--- src/rtl/weight_pkg.sv ---
// weight_pkg: shared definitions for the weight packer.
//   - default DATA_W / LANES / TOTAL values
//   - FSM state encoding
//   - idx_w(): width of an index into n items (at least 1 bit)
package weight_pkg;

  localparam int DEF_DATA_W = 6;
  localparam int DEF_LANES  = 4;
  localparam int DEF_TOTAL  = 12288;

  typedef enum logic [1:0] {
    ST_IDLE = 2'd0,
    ST_FILL = 2'd1,
    ST_HOLD = 2'd2,
    ST_DONE = 2'd3
  } state_t;

  function automatic int idx_w(input int n);
    return (n > 1) ? $clog2(n) : 1;
  endfunction

endpackage

--- src/rtl/weight_lane_reg.sv ---
// weight_lane_reg: LANES x DATA_W lane register with synchronous clear and
// indexed write. Lane k occupies bits [k*DATA_W +: DATA_W] of data.
// Ports:
//   clk, rst_n        clock, async active-low reset (clears all lanes)
//   clr               clear all lanes (wins over wr_en)
//   wr_en, wr_idx     write wr_data into lane wr_idx
//   wr_data           lane value
//   data              packed lane contents
module weight_lane_reg
  import weight_pkg::*;
#(
  parameter int DATA_W = DEF_DATA_W,
  parameter int LANES  = DEF_LANES,
  localparam int IDX_W = idx_w(LANES)
) (
  input  logic                      clk,
  input  logic                      rst_n,
  input  logic                      clr,
  input  logic                      wr_en,
  input  logic [IDX_W-1:0]          wr_idx,
  input  logic [DATA_W-1:0]         wr_data,
  output logic [LANES*DATA_W-1:0]   data
);

  always_ff @(posedge clk or negedge rst_n) begin
    if (!rst_n) begin
      data <= '0;
    end else if (clr) begin
      data <= '0;
    end else if (wr_en) begin
      for (int k = 0; k < LANES; k++) begin
        if (wr_idx == IDX_W'(k)) data[k*DATA_W +: DATA_W] <= wr_data;
      end
    end
  end

endmodule

--- src/rtl/weight_packer.sv ---
// weight_packer: packs a load of TOTAL samples of DATA_W bits into words of
// LANES samples (lane 0 = first accepted sample). A final partial word keeps
// its unfilled lanes zero.
// Ports:
//   clk, rst_n                 clock, async active-low reset
//   start                      pulse to begin a load (ignored while busy)
//   in_valid/in_ready/in_data  sample input handshake
//   out_valid/out_ready        packed word handshake
//   out_data, out_last         packed word, flag for the word holding sample TOTAL-1
//   busy, done                 status (FILL/HOLD, DONE)
//   sample_cnt                 samples accepted in the current load
//   checksum                   only with WEIGHT_PACKER_CHECKSUM_EN: 16-bit running
//                              sum of accepted samples
// Optional feature macro: WEIGHT_PACKER_CHECKSUM_EN
//
// state | meaning
// IDLE  | after reset, waiting for start
// FILL  | accepting samples into the lane register
// HOLD  | packed word offered on out_data, input stalled
// DONE  | load complete, waiting for start
module weight_packer
  import weight_pkg::*;
#(
  parameter int DATA_W = DEF_DATA_W,
  parameter int LANES  = DEF_LANES,
  parameter int TOTAL  = DEF_TOTAL,
  localparam int CNT_W  = $clog2(TOTAL + 1),
  localparam int LANE_W = idx_w(LANES)
) (
  input  logic                      clk,
  input  logic                      rst_n,
  input  logic                      start,
  input  logic                      in_valid,
  input  logic [DATA_W-1:0]         in_data,
  output logic                      in_ready,
  output logic                      out_valid,
  output logic [LANES*DATA_W-1:0]   out_data,
  output logic                      out_last,
  input  logic                      out_ready,
  output logic                      busy,
  output logic                      done,
  output logic [CNT_W-1:0]          sample_cnt
`ifdef WEIGHT_PACKER_CHECKSUM_EN
  ,
  output logic [15:0]               checksum
`endif
);

  state_t              state;
  logic [LANE_W-1:0]   lane;
  logic                start_ok;
  logic                accept;
  logic                last_lane;
  logic                last_sample;
  logic                lane_clr;

  assign start_ok    = start && (state == ST_IDLE || state == ST_DONE);
  assign accept      = (state == ST_FILL) && in_valid;
  assign last_lane   = (lane == LANE_W'(LANES - 1));
  assign last_sample = (sample_cnt == CNT_W'(TOTAL - 1));
  // lanes are wiped at the start of a load and whenever a non-final word leaves
  assign lane_clr    = start_ok || (state == ST_HOLD && out_ready && !out_last);

  weight_lane_reg #(
    .DATA_W (DATA_W),
    .LANES  (LANES)
  ) u_lane_reg (
    .clk     (clk),
    .rst_n   (rst_n),
    .clr     (lane_clr),
    .wr_en   (accept),
    .wr_idx  (lane),
    .wr_data (in_data),
    .data    (out_data)
  );

  always_ff @(posedge clk or negedge rst_n) begin
    if (!rst_n) begin
      state      <= ST_IDLE;
      lane       <= '0;
      sample_cnt <= '0;
      in_ready   <= 1'b0;
      out_valid  <= 1'b0;
      out_last   <= 1'b0;
      busy       <= 1'b0;
      done       <= 1'b0;
    end else begin
      case (state)
        ST_IDLE, ST_DONE: begin
          if (start) begin
            state      <= ST_FILL;
            lane       <= '0;
            sample_cnt <= '0;
            in_ready   <= 1'b1;
            busy       <= 1'b1;
            done       <= 1'b0;
          end
        end
        ST_FILL: begin
          if (in_valid) begin
            lane       <= lane + 1'b1;
            sample_cnt <= sample_cnt + 1'b1;
            if (last_lane || last_sample) begin
              state     <= ST_HOLD;
              in_ready  <= 1'b0;
              out_valid <= 1'b1;
              out_last  <= last_sample;
            end
          end
        end
        ST_HOLD: begin
          if (out_ready) begin
            out_valid <= 1'b0;
            out_last  <= 1'b0;
            if (out_last) begin
              state <= ST_DONE;
              busy  <= 1'b0;
              done  <= 1'b1;
            end else begin
              state    <= ST_FILL;
              lane     <= '0;
              in_ready <= 1'b1;
            end
          end
        end
        default: state <= ST_IDLE;
      endcase
    end
  end

`ifdef WEIGHT_PACKER_CHECKSUM_EN
  always_ff @(posedge clk or negedge rst_n) begin
    if (!rst_n) begin
      checksum <= '0;
    end else if (start_ok) begin
      checksum <= '0;
    end else if (accept) begin
      checksum <= checksum + 16'(in_data);
    end
  end
`endif

endmodule

--- config.mk ---
export PLATFORM = sky130hd
export DESIGN_NAME = weight_packer
export DESIGN_NICKNAME = d
export VERILOG_FILES = /design/src/rtl/weight_pkg.sv /design/src/rtl/weight_lane_reg.sv /design/src/rtl/weight_packer.sv
export SDC_FILE = /design/constraint.sdc
export NUM_CORES = 1
export LEC_CHECK = 0
export CORE_MARGIN = 4
export CORE_UTILIZATION = 50
export CTS_CLUSTER_DIAMETER = 150
export CTS_CLUSTER_SIZE = 25
export DETAILED_ROUTE_END_ITERATION = 8
export MAX_ROUTING_LAYER = met4
export PLACE_DENSITY = 0.83
export SETUP_SLACK_MARGIN = 0.2
export SKIP_LAST_GASP = 1
export SLEW_MARGIN = 20
export SYNTH_ARGS = -nofsm -noshare
export SYNTH_HDL_FRONTEND = slang
export SYNTH_SLANG_ARGS = --single-unit
--- constraint.sdc ---
create_clock -name clk -period 2.8 [get_ports clk]
set_clock_uncertainty 0.2 [all_clocks]
set_input_delay 0.56 -clock clk [delete_from_list [all_inputs] [get_ports clk]]
set_output_delay 0.56 -clock clk [all_outputs]
set_load 0.05 [all_outputs]
==> flow_metrics.env, run 1 <==
export IMPL_top_usage_layer="met2"
export IMPL_met1_usage_pct=23.68
export IMPL_antenna_found_initial=0
export IMPL_final_cells=334
export IMPL_setup_viol=0
export IMPL_place_gp_congestion=0.7743
export IMPL_wirelength_mm=5.152
export IMPL_synthArstFlopShare_pct=100.0
export IMPL_first_pass_iters=4
export IMPL_dp_cells=326
export IMPL_grt_use_met2_pct=30.05
export IMPL_diodes=0
export IMPL_syn_to_final_growth_pct=29.43
export IMPL_ys_warn_count=0
export IMPL_grtUsageTotal_pct=18.69
export IMPL_grt_max_degree=25
export IMPL_postRouteAntennaNets=0
export IMPL_cts_setup_buffers=0
export IMPL_nets=301
export IMPL_synth_area_mm2=0.002321
export IMPL_hold_class="reg2reg"
export IMPL_outcome="finished clean"
export IMPL_worst_pin_slew_ns=0.5443
export IMPL_path_cells="clkdlybuf4s50_1"
export IMPL_p_leak_nw=1.463
export IMPL_cts_root_buffer="clkbuf_8"
export IMPL_synthFlopType="dfrtp_1"
export IMPL_synth_most_common_cell="dfrtp_1"
export IMPL_arrival_ns=1.62
export IMPL_tns_ns=0
export IMPL_clk_insertion_delay_late_ns=0.30
export IMPL_core_area_mm2=0.004414
export IMPL_grt_pass1_wl_mm=8.742
export IMPL_htreeDepth=2
export IMPL_yosys_area_top_type="dfrtp_1"
export IMPL_powerDensity_mw_per_mm2=941.6
export IMPL_dr_total_vias=1830
export IMPL_start_util_pct=52.58
export IMPL_startpoint_type="register"
export IMPL_numCtsBuffers=5
export IMPL_path_class="reg2out"
export IMPL_required_ns=2.04
export IMPL_hold_viol_final=0
export IMPL_slew_violations=0
export IMPL_wire_per_inst_um=15.43
export IMPL_clk_path_buf_depth=2
export IMPL_cp_num_buf_inv=1
export IMPL_io_pins=54
export IMPL_cts_tree="yes"
export IMPL_cpMaxStageDelayCell="clkdlybuf4s50_1"
export IMPL_slew_headroom_pct=63.60
export IMPL_path_clk_slew_ns=0.09
export IMPL_endpoint_kind="output port"
export IMPL_die_w_um=76.13
export IMPL_grt_pass1_vias=1795
export IMPL_route_detailed_drc=0
export IMPL_synth_top_area_share_pct=50.67
export IMPL_synthTopCellsByArea="dfrtp_1, mux2i_1, nor2_1, ha_1, nand3_1"
export IMPL_rows=24
export IMPL_crit_family="buffers and inverters"
export IMPL_critPathMaxFanout=7
export IMPL_drtIter0Drc=146
export IMPL_cts_num_sinks=47
export IMPL_syn_inst=220
export IMPL_grt_overflow_total=0
export IMPL_cap_violations=0
export IMPL_yosysSeqAreaShare_pct=50.67
export IMPL_vdd_ir_drop_worst_v=0.0005179
export IMPL_die_area_mm2=0.005796
export IMPL_finalCritPeriodShare_pct=85.13
export IMPL_whs_ns=0.3138
export IMPL_min_period_ns=2.384
export IMPL_postSynthAreaPerCell_um2=10.55
export IMPL_gr_usage_met3_pct=4.137
export IMPL_synth_commonest_cells="dfrtp_1, nor2_1, mux2i_1, nand2_1, nand3_1"
export IMPL_port_buffers=53
export IMPL_post_route_cells_drive_above_1_share_pct=8.511
export IMPL_vias_per_cell=5.479
export IMPL_n_fill_cell=346
export IMPL_hpwl_mm=3.800
export IMPL_synth_cell_types=33
export IMPL_fmax_ghz=0.4195
export IMPL_synth_fp_nets=239
export IMPL_grt_setup_unrepaired="false"
export IMPL_yosys_register_bits=47
export IMPL_synth_edf_count=0
export IMPL_crit_path_max_incr_delay_ns=0.86
export IMPL_die_h_um=76.13
-- cells in the final DEF (no fill, tap or decap) --
| master | Yosys | final |
|---|---|---|
| clkinv_4 | 0 | 1 |
| o211a_1 | 1 | 1 |
| and2_1 | 1 | 1 |
| nand3b_1 | 2 | 2 |
| dfrtp_1 | 47 | 47 |
| nor2b_2 | 1 | 1 |
| nor4_1 | 3 | 3 |
| clkdlybuf4s50_1 | 0 | 52 |
| mux2_2 | 3 | 3 |
| nand2_1 | 12 | 12 |
| or3_1 | 2 | 1 |
| or2_2 | 1 | 1 |
| a32o_1 | 2 | 2 |
| ha_1 | 8 | 8 |
| o31ai_1 | 5 | 5 |
| xnor2_1 | 3 | 3 |
| o2111ai_1 | 1 | 1 |
| a22o_2 | 2 | 2 |
| or3_4 | 0 | 1 |
| dlygate4sd3_1 | 0 | 1 |
| inv_1 | 11 | 11 |
| xor2_1 | 2 | 2 |
| a21oi_1 | 11 | 11 |
| buf_4 | 0 | 8 |
| nand3_1 | 12 | 12 |
| nor2_1 | 32 | 32 |
| clkbuf_8 | 3 | 5 |
| or4_1 | 5 | 5 |
| o21ai_0 | 8 | 8 |
| and4_1 | 1 | 1 |
| o21bai_1 | 1 | 1 |
| and3_1 | 1 | 1 |
| nand4_1 | 5 | 5 |
| buf_2 | 1 | 1 |
| mux2i_1 | 26 | 26 |
| nand2b_1 | 4 | 4 |
| clkinv_2 | 0 | 1 |
-- worst paths after layout --
| check | start | endpoint | slack, ns | depth (start not counted) |
|---|---|---|---|---|
| max | sample_cnt[2] | sample_cnt[2] | 0.42 | 1 |
| min | busy | busy | 0.31 | 2 |
| max reg2reg | state[0] | sample_cnt[13] | 0.44 | 6 |
| min reg2reg | busy | busy | 0.31 | 2 |
| max in group asynchronous | rst_n | u_lane_reg.data[13] | 1.32 | 3 |
| min in group asynchronous | rst_n | sample_cnt[13] | 0.49 | 2 |
-- what timing repair did --
action,in CTS,in global routing
hold buffers,1,0
gates resized for setup,0,1
setup endpoints to repair,0,1
endpoints found under the hold margin,15,0
-- final cells by class --
class	count	area (µm²)	share of cell area (%)
Timing Repair Buffer	62	595.6	19.83
Inverter	11	41.29	1.374
Multi-Input combinational cell	155	1044	34.74
Clock buffer	5	68.82	2.291
Clock inverter	2	13.76	0.4581
Tap cell	52	65.06	2.166
Sequential cell	47	1176	39.15
-- stage by stage --
stage | util [%] | total power (W) | area, µm² | worst slack, ns
after global placement | 65.84 | 0.002399 | 2907 | 0.1796
after global routing | 68.06 | 0.002986 | 3004 | 0.2837
after floorplan | - | 0.001975 | 2321 | 0.4407
after CTS | 67.94 | 0.002846 | 2999 | 0.3590
after detailed placement | 65.84 | 0.002439 | 2907 | 0.1431
final | 68.06 | 0.002829 | 3004 | 0.4163
-- cells by family after synthesis --
kind of cell,Yosys count,share of synthesized area (%)
XOR/XNOR,5,1.887
flip-flops,47,50.67
adder cells (fa/ha/maj),8,4.313
AND/OR/NAND/NOR,82,17.31
buffers and inverters,18,4.582
multiplexers,29,12.67
AO/OA/AOI/OAI,31,8.572
-- state kept, by name, summed over array words and instances (netlist names) --
signal / cells
done: 1
state: 2
lane: 2
busy: 1
out_last: 1
u_lane_reg.data: 24
in_ready: 1
out_valid: 1
sample_cnt: 14
-- layer usage --
metal | vias up | routed length [µm]
li1 | 894 | -
met1 | 880 | 2300
met2 | 50 | 2540
met3 | 6 | 265
met4 | 0 | 46
met5 | - | 0
-- power by group --
| part | leakage, nW | total, W | internal, W | switching, W |
|---|---|---|---|---|
| combinational | 0.790 | 0.00149 | 0.000527 | 0.000959 |
| clock | 0.0440 | 0.000398 | 0.000171 | 0.000227 |
| sequential | 0.630 | 0.000944 | 0.000831 | 0.000113 |
| total | 1.46 | 0.00283 | 0.00153 | 0.00130 |
No activity file was read; power rests on OpenSTA's default activity.
==> run 2, diff against run 1 <==
--- a/config.mk
+++ b/config.mk
@@ -8,7 +8,7 @@
 export CORE_MARGIN = 4
 export CORE_UTILIZATION = 50
 export CTS_CLUSTER_DIAMETER = 150
-export CTS_CLUSTER_SIZE = 25
+export CTS_CLUSTER_SIZE = 8
 export DETAILED_ROUTE_END_ITERATION = 8
 export MAX_ROUTING_LAYER = met4
 export PLACE_DENSITY = 0.83
==> results of run 2 <==
The final DEF is identical to that of run 1; final timing and power are the same.
